### src/rtl/controller_dpad_mapper_if.sv
// Pocket controller record/key types and the controller_dpad_mapper port bundle.
package pocket;

  typedef enum logic [3:0] {
    controller_none               = 4'd0,
    controller_pocket             = 4'd1,
    controller_docked_no_analogue = 4'd2,
    controller_docked_analogue    = 4'd3,
    controller_keyboard           = 4'd4,
    controller_mouse              = 4'd5
  } controller_type_t;

  // Button bits occupy [15:0]; dpad_up is bit 0, face_start is bit 15.
  typedef struct packed {
    controller_type_t controller_type;
    logic [11:0]      unused;
    logic             face_start;
    logic             face_select;
    logic             trig_r3;
    logic             trig_l3;
    logic             trig_r2;
    logic             trig_l2;
    logic             trig_r1;
    logic             trig_l1;
    logic             face_y;
    logic             face_x;
    logic             face_b;
    logic             face_a;
    logic             dpad_right;
    logic             dpad_left;
    logic             dpad_down;
    logic             dpad_up;
  } key_t;

  typedef struct packed {
    key_t       key;
    logic [7:0] lstick_x;
    logic [7:0] lstick_y;
    logic [7:0] rstick_x;
    logic [7:0] rstick_y;
    logic [7:0] ltrig;
    logic [7:0] rtrig;
  } controller_t;

endpackage

interface controller_dpad_mapper_if #(
  parameter int unsigned NUM_CONTROLLERS = 2
);
  import pocket::*;

  controller_t controllers [1:4];
  logic        frame_tick;
  logic [15:0] turbo_mask  [1:NUM_CONTROLLERS];
  key_t        keys        [1:NUM_CONTROLLERS];
  logic [15:0] key_pressed [1:NUM_CONTROLLERS];
  logic        exists      [1:NUM_CONTROLLERS];

  modport master (
    output controllers, frame_tick, turbo_mask,
    input  keys, key_pressed, exists
  );

  modport slave (
    input  controllers, frame_tick, turbo_mask,
    output keys, key_pressed, exists
  );

endinterface

### src/rtl/controller_dpad_mapper.sv
// Maps Pocket controller records to per-player key words: stick-to-D-pad with
// hysteresis, SOCD cleaning, frame-paced turbo, presence and P1 mirroring.
module controller_dpad_mapper
  import pocket::*;
#(
  parameter int unsigned NUM_CONTROLLERS = 2,
  parameter logic        MAP_JOYSTICK    = 1'b1,
  parameter logic [7:0]  THRESH_ON       = 8'd64,
  parameter logic [7:0]  THRESH_OFF      = 8'd48,
  parameter int unsigned TURBO_FRAMES    = 4,
  parameter logic        SOCD_NEUTRAL    = 1'b1,
  parameter logic        MIRROR_P1       = 1'b0
) (
  input logic                     clk,
  input logic                     reset_n,
  controller_dpad_mapper_if.slave bus
);

  localparam int unsigned FC_W = (TURBO_FRAMES > 1) ? $clog2(TURBO_FRAMES) : 1;
  localparam logic [FC_W-1:0] FC_LAST = FC_W'(TURBO_FRAMES - 1);

  localparam logic signed [8:0] ON_P  = $signed({1'b0, THRESH_ON});
  localparam logic signed [8:0] ON_M  = -ON_P;
  localparam logic signed [8:0] OFF_P = $signed({1'b0, THRESH_OFF});
  localparam logic signed [8:0] OFF_M = -OFF_P;

  // Button bit positions inside key_t[15:0].
  localparam int unsigned B_UP    = 0;
  localparam int unsigned B_DOWN  = 1;
  localparam int unsigned B_LEFT  = 2;
  localparam int unsigned B_RIGHT = 3;

  // Pre-mirroring word of every player; player 1's entry feeds mirrored slots.
  key_t own_word [1:NUM_CONTROLLERS];

  // Controllers beyond NUM_CONTROLLERS and stick/trigger fields not mapped here.
  logic unused_inputs;
  assign unused_inputs = ^{bus.controllers[1], bus.controllers[2],
                           bus.controllers[3], bus.controllers[4]};

  for (genvar g = 1; g <= NUM_CONTROLLERS; g++) begin : g_player
    controller_t       ctrl;
    logic              present;
    logic              analog;
    logic signed [8:0] dx;
    logic signed [8:0] dy;
    logic              r_q, l_q, u_q, d_q;
    logic              r_nx, l_nx, u_nx, d_nx;
    logic              ph_q, ph_nx;
    logic [FC_W-1:0]   fc_q, fc_nx;
    logic [15:0]       raw;
    logic [15:0]       merged;
    logic [15:0]       btn;
    key_t              word_nx;
    key_t              keys_q;
    logic [15:0]       pressed_q;
    logic              exists_q;

    assign ctrl    = bus.controllers[g];
    assign raw     = ctrl.key[15:0];
    assign present = (g == 1)
                  || (ctrl.key.controller_type == controller_docked_analogue)
                  || (ctrl.key.controller_type == controller_docked_no_analogue);
    assign analog  = MAP_JOYSTICK
                  && (ctrl.key.controller_type == controller_docked_analogue);
    assign dx      = $signed({1'b0, ctrl.lstick_x}) - 9'sd128;
    assign dy      = $signed({1'b0, ctrl.lstick_y}) - 9'sd128;

    // Stick latches: set past THRESH_ON, clear inside THRESH_OFF, hold between.
    always_comb begin
      r_nx = 1'b0;
      l_nx = 1'b0;
      u_nx = 1'b0;
      d_nx = 1'b0;
      if (analog) begin
        r_nx = r_q;
        l_nx = l_q;
        u_nx = u_q;
        d_nx = d_q;
        if (dx >= ON_P)       r_nx = 1'b1;
        else if (dx < OFF_P)  r_nx = 1'b0;
        if (dx <= ON_M)       l_nx = 1'b1;
        else if (dx > OFF_M)  l_nx = 1'b0;
        if (dy <= ON_M)       u_nx = 1'b1;
        else if (dy > OFF_M)  u_nx = 1'b0;
        if (dy >= ON_P)       d_nx = 1'b1;
        else if (dy < OFF_P)  d_nx = 1'b0;
      end
    end

    // Direction merge, SOCD cleaning and turbo gating of the button word.
    always_comb begin
      merged          = raw;
      merged[B_RIGHT] = raw[B_RIGHT] | r_nx;
      merged[B_LEFT]  = raw[B_LEFT]  | l_nx;
      merged[B_UP]    = raw[B_UP]    | u_nx;
      merged[B_DOWN]  = raw[B_DOWN]  | d_nx;
      if (SOCD_NEUTRAL && merged[B_LEFT] && merged[B_RIGHT]) begin
        merged[B_LEFT]  = 1'b0;
        merged[B_RIGHT] = 1'b0;
      end
      if (SOCD_NEUTRAL && merged[B_UP] && merged[B_DOWN]) begin
        merged[B_UP]   = 1'b0;
        merged[B_DOWN] = 1'b0;
      end

      ph_nx = ph_q;
      fc_nx = fc_q;
      if ((raw & bus.turbo_mask[g]) == '0) begin
        ph_nx = 1'b1;
        fc_nx = '0;
      end else if (bus.frame_tick) begin
        if (fc_q == FC_LAST) begin
          fc_nx = '0;
          ph_nx = ~ph_q;
        end else begin
          fc_nx = fc_q + 1'b1;
        end
      end

      // Gate on the updated phase so a frame tick shows on keys one cycle later.
      btn = merged & ~(bus.turbo_mask[g] & {16{~ph_nx}});
    end

    assign own_word[g] = present ? key_t'({ctrl.key[31:16], btn})
                                 : key_t'({ctrl.key[31:16], 16'h0000});

    // Absent players 2..N optionally take player 1's final word.
    always_comb begin
      word_nx = own_word[g];
      if ((g > 1) && !present && MIRROR_P1) word_nx = own_word[1];
    end

    // Output, stick latch and turbo state registers.
    always_ff @(posedge clk) begin
      if (!reset_n) begin
        keys_q    <= '0;
        pressed_q <= '0;
        exists_q  <= 1'b0;
        r_q       <= 1'b0;
        l_q       <= 1'b0;
        u_q       <= 1'b0;
        d_q       <= 1'b0;
        ph_q      <= 1'b1;
        fc_q      <= '0;
      end else begin
        keys_q    <= word_nx;
        pressed_q <= word_nx[15:0] & ~keys_q[15:0];
        exists_q  <= present;
        r_q       <= r_nx;
        l_q       <= l_nx;
        u_q       <= u_nx;
        d_q       <= d_nx;
        ph_q      <= ph_nx;
        fc_q      <= fc_nx;
      end
    end

    assign bus.keys[g]        = keys_q;
    assign bus.key_pressed[g] = pressed_q;
    assign bus.exists[g]      = exists_q;
  end

endmodule

### src/flat_wrapper.sv
// flat-port wrapper written by rule: the top's interface ports become plain ports
module controller_dpad_mapper_flat import pocket::*;
#(
  parameter int unsigned NUM_CONTROLLERS = 2,
  parameter logic        MAP_JOYSTICK    = 1'b1,
  parameter logic [7:0]  THRESH_ON       = 8'd64,
  parameter logic [7:0]  THRESH_OFF      = 8'd48,
  parameter int unsigned TURBO_FRAMES    = 4,
  parameter logic        SOCD_NEUTRAL    = 1'b1,
  parameter logic        MIRROR_P1       = 1'b0
)
  (clk, reset_n, bus_controllers, bus_frame_tick, bus_turbo_mask, bus_keys, bus_key_pressed, bus_exists);
  controller_dpad_mapper_if #(.NUM_CONTROLLERS(NUM_CONTROLLERS)) bus_i ();
  input logic clk;
  input logic reset_n;
  input wire logic [$bits(bus_i.controllers)-1:0] bus_controllers;
  input wire logic [$bits(bus_i.frame_tick)-1:0] bus_frame_tick;
  input wire logic [$bits(bus_i.turbo_mask)-1:0] bus_turbo_mask;
  output wire logic [$bits(bus_i.keys)-1:0] bus_keys;
  output wire logic [$bits(bus_i.key_pressed)-1:0] bus_key_pressed;
  output wire logic [$bits(bus_i.exists)-1:0] bus_exists;
  assign bus_i.controllers = {>>{bus_controllers}};
  assign bus_i.frame_tick = bus_frame_tick;
  assign bus_i.turbo_mask = {>>{bus_turbo_mask}};
  assign bus_keys = {>>{bus_i.keys}};
  assign bus_key_pressed = {>>{bus_i.key_pressed}};
  assign bus_exists = {>>{bus_i.exists}};
  controller_dpad_mapper #(.NUM_CONTROLLERS(NUM_CONTROLLERS), .MAP_JOYSTICK(MAP_JOYSTICK), .THRESH_ON(THRESH_ON), .THRESH_OFF(THRESH_OFF), .TURBO_FRAMES(TURBO_FRAMES), .SOCD_NEUTRAL(SOCD_NEUTRAL), .MIRROR_P1(MIRROR_P1)) u_core (.clk(clk), .reset_n(reset_n), .bus(bus_i));
endmodule
### config.mk
export PLATFORM = sky130hd
export DESIGN_NAME = controller_dpad_mapper_flat
export DESIGN_NICKNAME = d
export VERILOG_FILES = /design/src/rtl/controller_dpad_mapper_if.sv /design/src/rtl/controller_dpad_mapper.sv /design/src/flat_wrapper.sv
export SDC_FILE = /design/constraint.sdc
export NUM_CORES = 1
export LEC_CHECK = 0
export BUFFER_PORTS_ARGS = -buffer_cell sky130_fd_sc_hd__buf_4
export CORE_AREA = 4 4 176 178
export CTS_CLUSTER_SIZE = 28
export DETAILED_ROUTE_END_ITERATION = 7
export DIE_AREA = 0 0 180 182
export PLACE_DENSITY_LB_ADDON = 0.1
export SKIP_CTS_REPAIR_TIMING = 1
export SYNTH_ARGS = -nofsm -noshare
export SYNTH_HDL_FRONTEND = slang
export SYNTH_SLANG_ARGS = --single-unit
### constraint.sdc
create_clock -name clk -period 1.7 [get_ports clk]
set_input_delay 0.17 -clock clk [delete_from_list [all_inputs] [get_ports clk]]
set_output_delay 0.17 -clock clk [all_outputs]
set_load 0.01 [all_outputs]
==> metrics.md, run 1 <==
| Metric | Value |
|---|---|
| Run status | `finished, violations left` |
| Failing checks | `hold timing` |
| CP peak stage delay | `0.39 ns` |
| Startpoint Class | `flip-flop` |
| P per Cell Area | `873 nW/um^2` |
| Ranking of synthesized cells by area | `dfxtp_1 59%, a211oi_1 5.9%, and2_1 5.6%` |
| Slew HR | `67.4%` |
| Largest family of logic cells by synthesized area | `compound AO/OA/AOI/OAI gates` |
| Pre-antenna DRT Iters | `4` |
| Worst Path Max Fanout | `23` |
| Worst r2r path cells | `6` |
| Share of post-route cells with drive strength above 1 | `48.2%` |
| Compound-cell area share of the yosys netlist | `20.6%` |
| Residual overflow from global routing | `0` |
| Synth warnings | `0` |
| DRC Markers | `0` |
| Most used DFF post-synth | `dfxtp_1` |
| # fillers | `3241` |
| XOR/XNOR Fraction of Synth Area | `0.461%` |
| Required time of the critical path | `1.95 ns` |
| CTS tree | `done` |
| CTS max path bufs | `2` |
| Maximum number of pins on one net before global-route repair | `32` |
| Drt wl/cell | `14.9 um` |
| DP HPWL | `12.5 mm` |
| Tmin final | `1.56 ns` |
| WHS | `-0.00306 ns` |
| RSZ-0062 raised after global routing | `false` |
| Syn Nets | `710` |
| Worst slew pin tran | `0.488 ns` |
| Clock latency on the worst-skew pair | `0.36 ns` |
| Setup tns final | `0 ns` |
| First-pass GRT wire length | `23.1 mm` |
| Ports | `453` |
| WHS Endpoint | `u_core.g_player[2].u_q` |
| Yosys reg bits | `112` |
| Final Util | `23.4%` |
| Post-synthesis mux area share | `0.527%` |
| Post-synth cell types | `39` |
| Rows | `63` |
| Reg-to-reg startpoint | `u_core.g_player[2].fc_q[0]` |
| Tcrit/Tclk final | `91.6%` |
| Num CTS Buffers | `9` |
| Clock Tree Root | `clkbuf_16` |
| Net count, final | `1006` |
| WHS Path Cells | `2` |
| Hold Startpoint | `bus_controllers[199]` |
| Fmax | `0.642 GHz` |
| Die width | `180 um` |
| Clk slew on worst S/H paths | `0.09 ns` |
| Max-slew violations | `0` |
| Post-synthesis sequential area ratio | `59.0%` |
| Crit-path cells | `ha_1 > nand2_1 > xnor2_1 > nor2_2 > buf_12 > a211oi_1` |
| Setup slack, reg-to-reg | `0.14 ns` |
| Overall via count from detail_route | `3738` |
| Setup CP Type | `reg2reg` |
| # diodes | `0` |
| Vias in the first global route | `3859` |
| Syn Area/Cell | `10.8 um^2` |
| CTS Sinks | `112` |
| Hold Fails Final Rpt | `1` |
| Worst Path Arrival | `1.81 ns` |
| Cell taking the most area after synthesis | `dfxtp_1` |
| Hold crit path type | `in2reg` |
| Gr usage total | `9.09%` |
| Synth Area in Adders | `1.84%` |
| Leakage | `3.04 nW` |
| Cells after Synth | `353` |
| RR Endpoint | `u_core.g_player[2].pressed_q[11]` |
| Maximum vdd ir drop | `400 uV` |
| Clock Skew | `0.0151 ns` |
| Core area | `29400 um^2` |
| Placer Congestion | `0.731` |
| Setup violations, final | `0` |
| Initial core utilization | `12.9%` |
| Post-detailed-route via-to-cell ratio | `3.58` |
| Simple-gate area share of the yosys netlist | `14.8%` |
| Worst Setup End Kind | `flip-flop` |
| DIE AREA | `32800 um^2` |
| Die height | `182 um` |
| # H-tree levels | `3` |
| Iteration-0 DRC Markers | `105` |
| Ys async rst share | `0%` |
| Max-Cap Viols | `0` |
| Critical-path top delay cell | `nor2_2` |
| Synth Cell Area | `3800 um^2` |
| Post-synth EDFFs | `0` |
| Routed Antenna Nets | `0` |
| Initial antenna violation count | `0` |
| Synth top area share | `59.0%` |
| Total wire length | `15.5 mm` |
| Area Overhead vs Synth | `81.3%` |
| PortBufs | `228` |
## per-layer routing
metal	up-vias	wire length (um)	track usage (%)	share of wire [%]
met1	1704	6990	11.6	45
li1	1868	-	-	-
met3	6	1640	4.75	11
met4	0	106	1.92	0.68
met5	-	0	0	0
met2	160	6800	13.8	44
## worst max-delay path by stage
stage | start | to | slack (ns)
after floorplan | bus_controllers[281] | u_core.g_player[1].pressed_q[2] | 0.04
after global placement | bus_controllers[319] | u_core.g_player[1].pressed_q[1] | -0.20
after detailed placement | bus_controllers[201] | u_core.g_player[2].pressed_q[2] | -0.22
after CTS | u_core.g_player[1].fc_q[0] | u_core.g_player[1].pressed_q[7] | -0.10
after global routing | u_core.g_player[2].fc_q[0] | u_core.g_player[2].pressed_q[13] | 0.008
final | u_core.g_player[2].fc_q[0] | u_core.g_player[2].pressed_q[11] | 0.14
## sequential cells by signal, summed over array words and instances (netlist names)
register,count
u_core.bus.keys,64
u_core.g_player.d_q,2
u_core.g_player.exists_q,2
u_core.g_player.fc_q,4
u_core.g_player.l_q,2
u_core.g_player.ph_q,2
u_core.g_player.pressed_q,32
u_core.g_player.r_q,2
u_core.g_player.u_q,2
## report_power, final
| group | leakage, nW | internal (mW) | switching, mW |
|---|---|---|---|
| combinational | 1.95 | 0.495 | 0.347 |
| clock | 0.160 | 1.21 | 1.20 |
| sequential | 0.921 | 2.73 | 0.0386 |
## synth_stat cells (all sizes together), types with 4 or more instances
library cell  instances
dfxtp               112
and2                 34
nand2                32
a211oi               30
a21oi                30
nor2                 13
a2111oi              10
inv                  10
a221oi                8
a22o                  8
clkbuf                8
buf                   7
nor3b                 7
o21ai                 6
a21o                  4
a31oi                 4
maj3                  4
nand2b                4
or4                   4
## placed cells by master, fill, tap and decap left out, types with 2 or more instances in the layout
cell type,synthesis,layout
inv_6,0,2
or4_1,4,4
nor2_1,13,11
o21ai_2,4,4
nand2b_1,4,4
a221oi_1,8,8
buf_4,2,275
a21oi_1,28,28
a22o_1,8,8
nor3_1,2,2
a2111oi_2,5,5
inv_1,10,10
dfxtp_1,112,112
nor4_1,2,2
clkbuf_16,0,9
a211oi_1,30,30
maj3_2,4,4
mux2i_1,2,2
a21oi_2,2,2
and2_1,34,34
nor3b_1,6,6
dlygate4sd3_1,0,24
a2111oi_0,4,3
nand2_1,32,32
o21ai_0,2,2
a31oi_1,4,4
inv_8,0,2
a21o_1,3,3
and4_1,2,2
ha_1,2,2
## metrics by stage
stage / instances / setup WS, ns / hold slack, ns / area [um^2] / power [mW]
after floorplan: 353 / 0.0420 / 0.198 / 3800 / 3.06
after global placement: 1001 / -0.203 / 0.357 / 6290 / 3.63
after detailed placement: 1001 / -0.217 / 0.363 / 6290 / 3.64
after CTS: 1017 / -0.100 / -0.0350 / 6620 / 6.15
after global routing: 1044 / 0.00776 / 0.00110 / 6890 / 6.36
final: 1044 / 0.142 / -0.00306 / 6890 / 6.02
## kinds of logic after synthesis
kind of cell	count (synthesis)
adders and majority gates	6
xor gates and xnor gates	2
DFF	112
muxes	2
AOI/OAI and AO/OA	102
buffers and inverters	25
and+or+nand+nor	104
## area by class of cell
class,count,area (um^2),share of cell area (%)
timing repair buffer,300,2320,33.7
sequential,112,2240,32.5
multi-input combinational,216,1470,21.4
tap,390,488,7.08
clock buffer,9,225,3.27
clock inverter,7,103,1.49
inverter,10,37.5,0.545
## worst max-delay path: cells and delay by family, from the launching register on
family          cells  cell delay (ns)
simple gates        2             0.47
flops               1             0.36
buf+inv             1             0.23
fa+ha+maj           1             0.17
xor+xnor            1             0.14
compound gates      1             0.08
Power figures use the tool's default switching activity.
==> run 2, diff against run 1 <==
--- a/config.mk
+++ b/config.mk
@@ -5,6 +5,7 @@
 export SDC_FILE = /design/constraint.sdc
 export NUM_CORES = 1
 export LEC_CHECK = 0
+export ABC_AREA = 1
 export BUFFER_PORTS_ARGS = -buffer_cell sky130_fd_sc_hd__buf_4
 export CORE_AREA = 4 4 176 178
 export CTS_CLUSTER_SIZE = 28
@@ -12,6 +13,7 @@
 export DIE_AREA = 0 0 180 182
 export PLACE_DENSITY_LB_ADDON = 0.1
 export SKIP_CTS_REPAIR_TIMING = 1
+export SLEW_MARGIN = 40
 export SYNTH_ARGS = -nofsm -noshare
 export SYNTH_HDL_FRONTEND = slang
 export SYNTH_SLANG_ARGS = --single-unit
==> run 2 against run 1 <==
  * Via count is 4.1% higher
  * Critical path depth is 1 higher
  * Sequential share of layout area hardly changed
  * Flip-flop and latch count stayed put
  * First-iteration DRC count is 21% higher
  * The flow still finishes with violations (hold timing)
  * Non-clock buffer count is 48 lower
  * Setup slack better by 0.13 ns
  * Clock power is 5% lower
  * Register-to-register slack better by 0.13 ns
  * Synthesized cell count is 48% higher
  * Cell count is 12% higher
==> metrics.md, run 2 <==
| Metric | Value |
|---|---|
| Final WS setup | `0.272 ns (was 0.142 ns)` |
| Syn Nets | `878 (was 710)` |
| Footprint of the multi-input gates | `1550 um^2 (was 1470 um^2)` |
| Commonest non-fill, non-tap cell in the layout | `buf_4 (unchanged)` |
| Slew HR | `70.9% (was 67.4%)` |
| Ranking of synthesized cells by area | `dfxtp_1 53%, nand2_1 11%, inv_1 8.1% (was dfxtp_1 59%, a211oi_1 5.9%, and2_1 5.6%)` |
| Post-detailed-route via-to-cell ratio | `3.34 (was 3.58)` |
| Tmin final | `1.43 ns (was 1.56 ns)` |
| Die width | `180 um (unchanged)` |
| CP dominant cell by count | `nand3_1` |
| Hold crit path type | `in2reg (unchanged)` |
| # H-tree levels | `3 (unchanged)` |
| Met1 WL | `6.71 mm (was 6.99 mm)` |
| Area Overhead vs Synth | `61.8% (was 81.3%)` |
| Max reg flops | `64 (unchanged)` |
| Synth top area share | `52.6% (was 59.0%)` |
| Syn Area/Cell | `8.19 um^2 (was 10.8 um^2)` |
| CP peak stage delay | `0.33 ns (was 0.39 ns)` |
| # fillers | `3297 (was 3241)` |
| Most used DFF post-synth | `dfxtp_1 (unchanged)` |
| Overall via count from detail_route | `3892 (was 3738)` |
| Clock Tree Root | `clkbuf_16 (unchanged)` |
| Setup tns final | `0 ns (unchanged)` |
| Drt wl/cell | `12.7 um (was 14.9 um)` |
| PortBufs | `228 (unchanged)` |
| FF/Latch Area | `2240 um^2 (unchanged)` |
| Required time of the critical path | `1.94 ns (was 1.95 ns)` |
| Fmax | `0.700 GHz (was 0.642 GHz)` |
| Clock Skew | `0.0156 ns (was 0.0151 ns)` |
| Share of post-route cells with drive strength above 1 | `41.5% (was 48.2%)` |
| P per Cell Area | `844 nW/um^2 (was 873 nW/um^2)` |
| Clock latency on the worst-skew pair | `0.36 ns (about the same)` |
| WHS | `-0.00497 ns (was -0.00306 ns)` |
| Residual overflow from global routing | `0 (unchanged)` |
| Setup CP Type | `reg2reg (unchanged)` |
| Tcrit/Tclk final | `84.0% (was 91.6%)` |
| Initial core utilization | `14.5% (was 12.9%)` |
| Total wire length | `14.8 mm (was 15.5 mm)` |
| Post-synth EDFFs | `0 (unchanged)` |
| Post-synth cell types | `22 (was 39)` |
| CTS max path bufs | `2 (unchanged)` |
| Placed instance count | `1133 (was 1001)` |
| Failing checks | `hold timing (unchanged)` |
| Maximum number of pins on one net before global-route repair | `35 (was 32)` |
| Net count, final | `1128 (was 1006)` |
| DP HPWL | `12.0 mm (was 12.5 mm)` |
| Max-Cap Viols | `0 (unchanged)` |
| Cells after Synth | `521 (was 353)` |
| Commonest non-fill, non-tap cells in the layout | `234 x buf_4, 130 x nand2_1, 112 x dfxtp_1 (was 275 x buf_4, 112 x dfxtp_1, 34 x and2_1)` |
| DIE AREA | `32800 um^2 (unchanged)` |
| Worst Path Arrival | `1.67 ns (was 1.81 ns)` |
| Hold Fails Final Rpt | `2 (was 1)` |
| Placer Congestion | `0.676 (was 0.731)` |
| Num CTS Buffers | `9 (unchanged)` |
| Post-synthesis sequential area ratio | `52.6% (was 59.0%)` |
| Place WS | `0.264 ns (was -0.217 ns)` |
| Synth top cells by count | `130 x nand2_1, 112 x dfxtp_1, 92 x inv_1 (was 112 x dfxtp_1, 34 x and2_1, 32 x nand2_1)` |
| Maximum vdd ir drop | `371 uV (was 400 uV)` |
| Ys async rst share | `0% (unchanged)` |
| Routed Antenna Nets | `0 (unchanged)` |
| Clk slew on worst S/H paths | `0.08 ns (was 0.09 ns)` |
| Setup violations, final | `0 (unchanged)` |
| First-pass GRT wire length | `22.7 mm (was 23.1 mm)` |
| Final Non-Filler Cells | `1166 (was 1044)` |
| Leakage | `3.67 nW (was 3.04 nW)` |
| Gr usage total | `8.87% (was 9.09%)` |
| Critical-path top delay cell | `dfxtp_1 (was nor2_2)` |
| Most common cell in the netlist | `nand2_1 (was dfxtp_1)` |
| Vias in the first global route | `3965 (was 3859)` |
| Initial antenna violation count | `1 (was 0)` |
| CTS tree | `done (unchanged)` |
| Worst Setup End Kind | `flip-flop (unchanged)` |
| Worst slew pin tran | `0.436 ns (was 0.488 ns)` |
| Run status | `finished, violations left (unchanged)` |
| RSZ-0062 raised after global routing | `false (unchanged)` |
| # diodes | `0 (unchanged)` |
| Max-slew violations | `0 (unchanged)` |
| Synth Cell Area | `4270 um^2 (was 3800 um^2)` |
| Met2 wire length | `6.63 mm (was 6.80 mm)` |
| Pre-antenna DRT Iters | `4 (unchanged)` |
| Ports | `453 (unchanged)` |
| Core area | `29400 um^2 (unchanged)` |
| Worst Path Max Fanout | `17 (was 23)` |
| Cell taking the most area after synthesis | `dfxtp_1 (unchanged)` |
| Die height | `182 um (unchanged)` |
| Iteration-0 DRC Markers | `127 (was 105)` |
| Rows | `63 (unchanged)` |
| Crit-path cells | `ha_1 > nand2_2 > xor2_4 > buf_12 > nand3_1 > nand3_1 > nor2_1 (was ha_1 > nand2_1 > xnor2_1 > nor2_2 > buf_12 > a211oi_1)` |
| Yosys reg bits | `112 (unchanged)` |
| Synth warnings | `0 (unchanged)` |
| CTS Sinks | `112 (unchanged)` |
| Startpoint Class | `flip-flop (unchanged)` |
| DR WL met3 | `1.33 mm (was 1.64 mm)` |
| Final Util | `23.5% (was 23.4%)` |
| DRC Markers | `0 (unchanged)` |
| Top Layer Used | `met5 (was met4)` |
run 2: cell types whose count changed in the layout (fill, tap and decap cells not counted), sizes merged, moves of 10 or more:
cell     change
nand2      +106
inv         +84
a21oi       -26
a2111oi     -10
nor2        +64
buf         -41
and2        -34
nand3       +69
a211oi      -30
run 2: cell type report:
class                      instances  area share, %
tap                              390           7.07
sequential                       112           32.5
timing repair buffer             252           28.2
inverter                          98           5.33
multi-input combinational        298           22.5
clock buffer                      10           3.32
clock inverter                     6           1.11
run 2: per-layer routing:
metal / track usage [%] / vias up
li1: - / 2045
met1: 11.1 / 1690
met2: 13.9 / 145
met3: 4.17 / 10
met4: 2.29 / 2
met5: 0 / -
run 2: critical path: cells and delay by family, from the launching register on:
family | cells | cell delay, ns
XOR/XNOR | 1 | 0.17
adder cells (fa/ha/maj) | 1 | 0.23
buffers and inverters | 1 | 0.18
flip-flops | 1 | 0.33
AND/OR/NAND/NOR | 4 | 0.41
run 2: cells by family after synthesis:
logic type / share of synthesized area (%)
flops: 52.6
compound gates: 0.469
simple gates: 34.0
buf+inv: 11.1
fa+ha+maj: 0.587
xor+xnor: 1.29
run 2: worst paths after layout:
path / slack [ns] / end / depth (start not counted) / from
setup reg to reg: 0.27 / u_core.g_player[1].pressed_q[8] / 7 / u_core.g_player[1].fc_q[0]
hold / removal: -0.005 / u_core.bus.keys[48] / 3 / bus_controllers[304]
setup / recovery: 0.27 / u_core.g_player[1].pressed_q[8] / 7 / u_core.g_player[1].fc_q[0]
hold reg to reg: 0.42 / u_core.g_player[1].pressed_q[8] / 1 / u_core.bus.keys[40]
run 2: per-stage QoR:
| stage | total power, mW | area [um^2] |
|---|---|---|
| 5_1_grt | 6.15 | 6900 |
| 4_1_cts | 5.98 | 6730 |
| 3_5_place_dp | 3.60 | 6420 |
| 3_3_place_gp | 3.60 | 6420 |
| 6_report | 5.83 | 6900 |
| 2_1_floorplan | 3.10 | 4270 |
run 2: where the power goes:
| part | internal, mW | leakage, nW | switching (mW) | total [mW] |
|---|---|---|---|---|
| logic | 0.425 | 2.60 | 0.355 | 0.780 |
| clock network | 1.17 | 0.149 | 1.11 | 2.28 |
| registers | 2.73 | 0.921 | 0.0400 | 2.77 |
| total | 4.32 | 3.67 | 1.50 | 5.83 |
